### src/rtl/nes_controller_poller.sv
// nes_controller_poller: periodic fetch scheduler with per-controller
// debounce and a small press/release event FIFO.
module nes_controller_poller #(
   parameter int NUM_CONTROLLERS  = 4,
   parameter int POLL_PERIOD      = 200000,
   parameter int DEBOUNCE_SAMPLES = 2,
   parameter int FETCH_TIMEOUT    = 4096,
   parameter int FIFO_DEPTH       = 4,
   localparam int KW = (NUM_CONTROLLERS > 1) ? $clog2(NUM_CONTROLLERS) : 1
) (
   input  logic                         clk,
   input  logic                         rst_ni,
   input  logic                         enable_i,
   output logic                         start_fetch_o,
   input  logic                         fetch_valid_i,
   input  logic [8*NUM_CONTROLLERS-1:0] data_LIST_i,
   output logic [8*NUM_CONTROLLERS-1:0] buttons_LIST_o,
   output logic                         event_valid_o,
   input  logic                         event_ready_i,
   output logic [KW-1:0]                event_controller_o,
   output logic [7:0]                   event_pressed_o,
   output logic [7:0]                   event_released_o,
   output logic                         overflow_o,
   output logic                         timeout_o,
   input  logic                         clear_flags_i
);
   localparam int N  = NUM_CONTROLLERS;
   localparam int W  = 8 * N;
   localparam int PW = $clog2(POLL_PERIOD);
   localparam int TW = $clog2(FETCH_TIMEOUT);
   localparam int DW = $clog2(DEBOUNCE_SAMPLES + 1);
   localparam int AW = $clog2(FIFO_DEPTH);
   localparam int EW = KW + 16;

   typedef enum logic [1:0] {IDLE, REQUEST, WAIT, PROCESS} state_t;

   state_t state, state_d;

   logic [PW-1:0] pcnt;
   logic          pending;
   logic          fv_q;
   logic [TW-1:0] tcnt;
   logic [KW-1:0] idx;
   logic [7:0]    raw   [N];
   logic [7:0]    cand  [N];
   logic [DW-1:0] cnt   [N];
   logic [7:0]    stab  [N];

   logic          tick;
   logic          go;
   logic          fetch_edge;
   logic          tmo;
   logic          last;
   logic          take;
   logic          capture;
   logic          proc;
   logic          tmo_set;

   logic [7:0]    cur;
   logic [DW-1:0] cnt_new;
   logic          push;
   logic [EW-1:0] ev;

   logic [EW-1:0] mem [FIFO_DEPTH];
   logic [AW-1:0] wp;
   logic [AW-1:0] rp;
   logic [AW:0]   count;
   logic          empty;
   logic          full;
   logic          pop;
   logic          push_ok;
   logic          drop;

   assign tick       = (pcnt == '0);
   assign go         = enable_i && (pending || tick);
   assign fetch_edge = fetch_valid_i && !fv_q;
   // The REQUEST cycle counts toward the fetch timeout.
   assign tmo        = (tcnt == TW'(FETCH_TIMEOUT - 2));
   assign last       = (idx == KW'(N - 1));

   always_ff @(posedge clk or negedge rst_ni) begin
      if (!rst_ni) state <= IDLE;
      else         state <= state_d;
   end

   always_comb begin
      state_d       = state;
      start_fetch_o = 1'b0;
      take          = 1'b0;
      capture       = 1'b0;
      proc          = 1'b0;
      tmo_set       = 1'b0;
      unique case (state)
         IDLE: begin
            if (go) begin
               take    = 1'b1;
               state_d = REQUEST;
            end
         end
         REQUEST: begin
            start_fetch_o = 1'b1;
            state_d       = WAIT;
         end
         WAIT: begin
            if (fetch_edge) begin
               capture = 1'b1;
               state_d = PROCESS;
            end else if (tmo) begin
               tmo_set = 1'b1;
               state_d = IDLE;
            end
         end
         PROCESS: begin
            proc = 1'b1;
            if (last) state_d = IDLE;
         end
         default: state_d = IDLE;
      endcase
   end

   always_ff @(posedge clk or negedge rst_ni) begin
      if (!rst_ni) begin
         pcnt    <= PW'(POLL_PERIOD - 1);
         pending <= 1'b0;
         fv_q    <= 1'b0;
         tcnt    <= '0;
         idx     <= '0;
      end else begin
         pcnt <= tick ? PW'(POLL_PERIOD - 1) : pcnt - 1'b1;
         fv_q <= fetch_valid_i;
         if (take)      pending <= 1'b0;
         else if (tick) pending <= 1'b1;
         if (state == REQUEST)   tcnt <= '0;
         else if (state == WAIT) tcnt <= tcnt + 1'b1;
         if (capture)   idx <= '0;
         else if (proc) idx <= idx + 1'b1;
      end
   end

   always_ff @(posedge clk or negedge rst_ni) begin
      if (!rst_ni) begin
         for (int k = 0; k < N; k++) raw[k] <= '0;
      end else if (capture) begin
         for (int k = 0; k < N; k++) raw[k] <= data_LIST_i[W-1-8*k -: 8];
      end
   end

   always_comb begin
      cur     = raw[idx];
      cnt_new = DW'(1);
      if (cur == cand[idx]) begin
         if (cnt[idx] == DW'(DEBOUNCE_SAMPLES)) cnt_new = cnt[idx];
         else                                   cnt_new = cnt[idx] + 1'b1;
      end
      push = proc && (cnt_new == DW'(DEBOUNCE_SAMPLES)) && (cur != stab[idx]);
      ev   = {idx, cur & ~stab[idx], ~cur & stab[idx]};
   end

   always_ff @(posedge clk or negedge rst_ni) begin
      if (!rst_ni) begin
         for (int k = 0; k < N; k++) begin
            cand[k] <= '0;
            cnt[k]  <= '0;
            stab[k] <= '0;
         end
      end else if (proc) begin
         cand[idx] <= cur;
         cnt[idx]  <= cnt_new;
         if (push) stab[idx] <= cur;
      end
   end

   always_comb begin
      buttons_LIST_o = '0;
      for (int k = 0; k < N; k++) buttons_LIST_o[W-1-8*k -: 8] = stab[k];
   end

   assign empty   = (count == '0);
   assign full    = (count == (AW+1)'(FIFO_DEPTH));
   assign pop     = event_ready_i && !empty;
   assign push_ok = push && (!full || pop);
   assign drop    = push && full && !pop;

   always_ff @(posedge clk) begin
      if (push_ok) mem[wp] <= ev;
   end

   always_ff @(posedge clk or negedge rst_ni) begin
      if (!rst_ni) begin
         wp    <= '0;
         rp    <= '0;
         count <= '0;
      end else begin
         if (push_ok) wp <= wp + 1'b1;
         if (pop)     rp <= rp + 1'b1;
         count <= count + {{AW{1'b0}}, push_ok} - {{AW{1'b0}}, pop};
      end
   end

   // Head fields are forced to zero while empty so reset drives all outputs low.
   assign event_valid_o      = !empty;
   assign event_controller_o = empty ? '0 : mem[rp][EW-1 -: KW];
   assign event_pressed_o    = empty ? '0 : mem[rp][15:8];
   assign event_released_o   = empty ? '0 : mem[rp][7:0];

   always_ff @(posedge clk or negedge rst_ni) begin
      if (!rst_ni) begin
         overflow_o <= 1'b0;
         timeout_o  <= 1'b0;
      end else begin
         if (drop)               overflow_o <= 1'b1;
         else if (clear_flags_i) overflow_o <= 1'b0;
         if (tmo_set)            timeout_o  <= 1'b1;
         else if (clear_flags_i) timeout_o  <= 1'b0;
      end
   end

endmodule

### config.mk
export PLATFORM = sky130hd
export DESIGN_NAME = nes_controller_poller
export DESIGN_NICKNAME = d
export VERILOG_FILES = /design/src/rtl/nes_controller_poller.sv
export SDC_FILE = /design/constraint.sdc
export NUM_CORES = 1
export LEC_CHECK = 0
export ABC_CLOCK_PERIOD_IN_PS = 5100
export CORE_MARGIN = 3
export CORE_UTILIZATION = 58
export DETAILED_ROUTE_END_ITERATION = 8
export PLACE_DENSITY = 0.83
export SLEW_MARGIN = 20
export SYNTH_ARGS = -nofsm -noshare
export SYNTH_HDL_FRONTEND = slang
export SYNTH_SLANG_ARGS = --single-unit
### constraint.sdc
create_clock -name clk -period 5.1 [get_ports clk]
set_input_delay 1.02 -clock clk [delete_from_list [all_inputs] [get_ports clk]]
set_output_delay 1.02 -clock clk [all_outputs]
set_load 0.01 [all_outputs]
==> results_dict.tcl, run 1 <==
set metrics [dict create \
    yosys.area.top_type "dfrtp_1" \
    start_util_pct 59.7 \
    start_kind "register" \
    cap_violations 0 \
    grt.total_usage_pct 23.0 \
    cts-resized-gates 0 \
    p_sw_mw 2.29 \
    multi_input_area_um2 3810 \
    clock-sinks 221 \
    intPower_mw 4.40 \
    startpoint "idx[1]$_DFFE_PN0P_" \
    area_growth_pct 18.9 \
    setup_slack_ns 0.456 \
    syn_nets 859 \
    syn_area_um2 10000 \
    routed_wl_mm 21.0 \
    fmax_mhz 215 \
    ys.flop_type "dfrtp_1" \
    dr.pass1.iters 5 \
    crit_fanout 23 \
    routed_via_density 5.74 \
    coreArea_um2 16800 \
    tns_ns 0 \
    grt-ovfl-total 0 \
    leakage_nw 5.02 \
    final_cell_mix "nand2_1 (162), dfrtp_1 (137), clkdlybuf4s50_1 (90), edfxtp_1 (72), o21ai_0 (41)" \
    synth_cell_types 51 \
    dp_hpwl_mm 14.3 \
    cp-end-kind "register" \
    post_cts_buffers 0 \
    antenna_found_initial 0 \
    drive_gt1_share_pct 16.5 \
    worstPathCellList "buf_4 > mux2i_1 > nand2_1 > o21ai_2 > ha_1 > nand4_1 > nor2_1 > or3_1 > nor4b_2 > inv_1 > ha_1 > inv_1 > ha_1 > inv_1 > fa_1 > xnor2_1 > xnor2_1" \
    cts-root-buf "clkbuf_16" \
    worstSetupPathType "reg2reg" \
    synth_edf_count 72 \
    dpl_cell_area_um2 11100 \
    finalCriticalPeriod_ns 4.64 \
    slew_viol_final 0 \
    drtIter0Drc 417 \
    tightest_slew_ns 0.936 \
    dieArea_um2 18900 \
    final_common_cell "nand2_1" \
    r2r-start "idx[1]$_DFFE_PN0P_" \
    rsz0062_at_grt "no" \
    clock_path_buffers 3 \
    irDropWorstVdd_mv 0.305 \
    ys_ff_latch 221 \
    pre_cts_ws_ns 0.648 \
    io_buffers 91 \
    row_count 47 \
    async_reset_ff_share_pct 67.4 \
    diodes 0 \
    final_util_pct 71.0 \
    hp-start "pcnt[0]$_DFF_PN1_" \
    period_share_pct 91.1 \
    path_clk_slew_ns 0.06 \
    cts-htree-levels 1 \
    vias 6394 \
    skew_ns 0.0149 \
    setup_viol 0 \
    grt_pass1_wl_mm 33.9 \
    grt_pass1_vias 6492 \
    dieHeight_um 137 \
    hold_path_class "reg2reg" \
    powerDensity_nw_per_um2 562 \
    clock_latency_ns 0.50 \
    postSynthCellCount 786 \
    max_stage_delay_ns 0.76 \
    synth_warnings 0 \
    outcome "finished clean" \
    required_ns 5.51 \
    seq_area_um2 5910 \
    seq_area_frac_synth_pct 59.0 \
    hold_viol 0 \
    boundaryPins 92 \
    seqPwrFrac_pct 38.5 \
    crit_arrival_ns 5.06 \
    grt_max_degree 63 \
    ant_nets 0 \
    p_sw_share_pct 34.2 \
    fill_cells 1134 \
    slowest_stage "nor4b_2" \
    cts-hold-fix-buffers 0 \
    gp_congestion 0.826 \
    synth.avg_cell_area_um2 12.7 \
    ys_top_cells_by_area "dfrtp_1 (35%), edfxtp_1 (22%), mux4_2 (8.1%), nand2_1 (6.1%), ha_1 (4.3%)" \
    clockPowerShare_pct 25.3 \
    combPwrFrac_pct 36.2 \
    finalInstanceArea_um2 11900 \
    drc 0 \
    die_w_um 137 \
    cts_tree "done" \
    max-slew-margin-rel_pct 37.6 \
    wire_per_inst_um 18.8 \
    fin_nets 950 \
    cts_buffers 22 \
    synth_top_area_share_pct 34.5 \
]
state kept, by name, indices dropped and copies added (netlist names), 2 cells and up:
register and flops:
cnt 8, pcnt 18, buttons_LIST_o 32, cand 32, mem 72, tcnt 12
raw 32, state 2, idx 2, count 3, rp 2, wp 2
power groups by stage:
stage,combinational (mW),clock [mW],sequential [mW]
floorplan,1.77,0,2.44
global placement,2.32,0,2.59
CTS,2.43,1.72,2.57
finish,2.42,1.69,2.57
global route,2.69,1.79,2.62
detailed placement,2.40,0,2.60
through the flow:
stage | hold slack (ns) | instances | total power [mW]
2_1_floorplan | 0.426 | 786 | 4.21
3_3_place_gp | 0.436 | 1073 | 4.91
3_5_place_dp | 0.443 | 1073 | 5.00
4_1_cts | 0.452 | 1113 | 6.73
5_1_grt | 0.472 | 1113 | 7.09
6_report | 0.451 | 1113 | 6.69
layout make-up:
| cell class | instances | share of cell area (%) |
|---|---|---|
| clock buffers | 29 | 5.46 |
| clock inverters | 11 | 1.05 |
| inverters | 39 | 1.23 |
| multi-input cells | 492 | 32.0 |
| flip-flops and latches | 221 | 49.6 |
| well taps | 220 | 2.31 |
| repair buffers | 101 | 8.30 |
synthesized netlist by cell type, drive strengths merged, types with 7 or more instances:
cell type / number
ha: 34
mux4: 36
nor3: 11
edfxtp: 72
and2: 25
o21ai: 49
mux2i: 9
dfrtp: 138
nor2: 27
dfstp: 11
nand4: 8
mux2: 43
nand2: 162
clkbuf: 26
a21oi: 7
inv: 39
xnor2: 24
buf: 8
xor2: 9
per-layer routing:
layer	share of wire, %	global-route usage [%]
met2	51	40.1
met1	42	30.4
met3	4.4	2.96
met5	0	0
met4	2.9	7.37
final timing paths:
check	end	slack, ns	depth (start not counted)
setup reg to reg	count[2]$_DFF_PN0_	0.46	17
min in group asynchronous	raw[30]$_DFFE_PN0P_	0.46	1
max in group asynchronous	buttons_LIST_o[8]$_DFFE_PN0P_	3.50	2
hold reg to reg	pcnt[0]$_DFF_PN1_	0.45	1
setup / recovery	count[2]$_DFF_PN0_	0.46	17
hold / removal	pcnt[0]$_DFF_PN1_	0.45	1
kinds of logic after synthesis:
kind of cell | count (synthesis) | share of synthesized area (%)
DFF | 221 | 59.0
xor gates and xnor gates | 33 | 2.89
and+or+nand+nor | 265 | 12.5
muxes | 88 | 13.8
buffers and inverters | 73 | 2.96
AOI/OAI and AO/OA | 71 | 4.29
adders and majority gates | 35 | 4.45
worst max-delay path, delay by kind of cell (launching register included):
kind | cells | cell delay, ns
and+or+nand+nor | 5 | 1.48
DFF | 1 | 0.72
adders and majority gates | 4 | 1.11
muxes | 1 | 0.20
AOI/OAI and AO/OA | 1 | 0.14
xor gates and xnor gates | 2 | 0.34
buffers and inverters | 4 | 0.55
Power figures use the tool's default switching activity.
==> run 2: changes to the inputs <==
CORE_MARGIN = default   (was 3)
==> run 2 against run 1 <==
Compared with the run above:
- largest cell class unchanged
- clock-buffer cell count is 4 lower
- cell count is 0.18% higher
- via count is 1.1% lower
- critical path depth is 2 lower
- sequential power hardly changed
- sequential share of layout area is 0.37 points lower
- global-route usage is 1.6 points higher
- core utilization is 0.78 points higher
- die area is 5.7% lower
- maximum frequency is 0.81% higher
- hold slack hardly changed
==> results_dict.tcl, run 2 (synthesized netlist as in run 1, its figures left out) <==
set metrics [dict create \
    seq_area_um2 5910 \
    worstSetupPathType "reg2reg" \
    finalNonFillerCells 1115 \
    cts-root-buf "clkbuf_16" \
    die_w_um 133 \
    numPlacedInstances 1073 \
    hold_slack_ns 0.450 \
    finalCriticalPeriod_ns 4.61 \
    grt_pass1_wl_mm 34.2 \
    cts_buffers 23 \
    gp_congestion 0.834 \
    largest_reg_flops 72 \
    grt-ovfl-total 0 \
    area_growth_pct 19.8 \
    drtIter0Drc 409 \
    regMostFlops "mem" \
    start_util_pct 59.9 \
    post_cts_buffers 0 \
    dieHeight_um 133 \
    hold_viol 0 \
    hp-start "pcnt[0]$_DFF_PN1_" \
    required_ns 5.49 \
    dp_hpwl_mm 13.7 \
    routed_via_density 5.67 \
    tightest_slew_ns 0.988 \
    start_kind "register" \
    reg2reg_to "count[2]$_DFF_PN0_" \
    max-slew-margin-rel_pct 33.6 \
    cts-htree-levels 1 \
    final_common_cell "nand2_1" \
    wire_per_inst_um 18.4 \
    dieArea_um2 17800 \
    slew_viol_final 0 \
    powerDensity_nw_per_um2 575 \
    drc 0 \
    drive_gt1_share_pct 17.0 \
    cts-hold-fix-buffers 0 \
    hold_path_class "reg2reg" \
    vias 6321 \
    row_count 47 \
    skew_ns 0.0226 \
    grt.total_usage_pct 24.6 \
    irDropWorstVdd_mv 0.320 \
    reg2reg_slack_ns 0.49 \
    cts_tree "done" \
    r2r-start "idx[0]$_DFFE_PN0P_" \
    period_share_pct 90.3 \
    whs_path_depth 1 \
    dr.pass1.iters 5 \
    tns_ns 0 \
    fin_nets 951 \
    fmax_mhz 217 \
    boundaryPins 92 \
    diodes 0 \
    grt_pass1_vias 6679 \
    cts-resized-gates 0 \
    cp-end-kind "register" \
    reg2regPathDepth 15 \
    crit_arrival_ns 5.00 \
    clock-sinks 221 \
    ant_nets 0 \
    io_buffers 91 \
    cap_violations 0 \
    hold-path-endpoint "pcnt[0]$_DFF_PN1_" \
    pre_cts_ws_ns 0.473 \
    setup_slack_ns 0.493 \
    fill_cells 1130 \
    coreArea_um2 16700 \
    antenna_found_initial 0 \
    setup_viol 0 \
    clock_latency_ns 0.51 \
    path_clk_slew_ns 0.06 \
    rsz0062_at_grt "no" \
    clock_path_buffers 3 \
    grt_max_degree 97 \
    multi_input_area_um2 3810 \
    crit_fanout 18 \
    outcome "finished clean" \
    routed_wl_mm 20.6 \
    leakage_nw 5.06 \
    final_cell_mix "nand2_1 (162), dfrtp_1 (137), clkdlybuf4s50_1 (90), edfxtp_1 (72), o21ai_0 (41)" \
]
## run 2: report_power, final
group          switching, mW  internal [mW]  total (mW)
Combinational           1.32           1.10        2.41
Clock                  0.704           1.19        1.89
Sequential             0.325           2.26        2.58
Total                   2.34           4.55        6.89
## run 2: worst max path at each step
stage                                  start                 end  slack [ns]  cells after the start
after floorplan           idx[0]$_DFFE_PN0P_  count[2]$_DFF_PN0_        0.52                     17
after global placement    idx[0]$_DFFE_PN0P_  count[2]$_DFF_PN0_        0.56                     15
after detailed placement  idx[0]$_DFFE_PN0P_  count[2]$_DFF_PN0_        0.47                     15
after CTS                 idx[0]$_DFFE_PN0P_  count[2]$_DFF_PN0_        0.46                     15
after global routing      idx[0]$_DFFE_PN0P_  count[2]$_DFF_PN0_         0.1                     15
final                     idx[0]$_DFFE_PN0P_  count[2]$_DFF_PN0_        0.49                     15
## run 2: area by class of cell
type | instances | area share, %
clock inverter | 17 | 2.34
timing repair buffer | 101 | 8.24
sequential | 221 | 49.3
clock buffer | 25 | 4.87
multi-input combinational | 492 | 31.8
tap | 220 | 2.30
inverter | 39 | 1.22
## run 2: routing by layer
| metal | GRT usage, % | vias to the layer above | wire [um] | share of wire [%] |
|---|---|---|---|---|
| met1 | 32.8 | 3168 | 8580 | 42 |
| met4 | 9.22 | 0 | 667 | 3.2 |
| li1 | - | 2933 | - | - |
| met3 | 3.42 | 50 | 901 | 4.4 |
| met5 | 0 | - | 0 | 0 |
| met2 | 41.4 | 170 | 10400 | 51 |
## run 2: critical path: stages (launching register included)
cell and delay, ns:
dfrtp_1 0.86, inv_2 0.37, o21ai_2 0.39, ha_1 0.31, nand4_1 0.08, nor2_1 0.04
or3_1 0.50, nor4b_2 0.63, inv_1 0.11, ha_1 0.29, inv_1 0.07, ha_1 0.15
inv_1 0.05, fa_1 0.37, xnor2_1 0.14, xnor2_1 0.12
## run 2: stage by stage
step / power [mW] / utilization [%] / area, um^2
detailed placement: 5.00 / 66.6 / 11100
finish: 6.89 / 71.8 / 12000
global placement: 4.89 / 66.6 / 11100
floorplan: 4.21 / - / 10000
CTS: 6.93 / 71.8 / 12000
global route: 7.28 / 71.8 / 12000
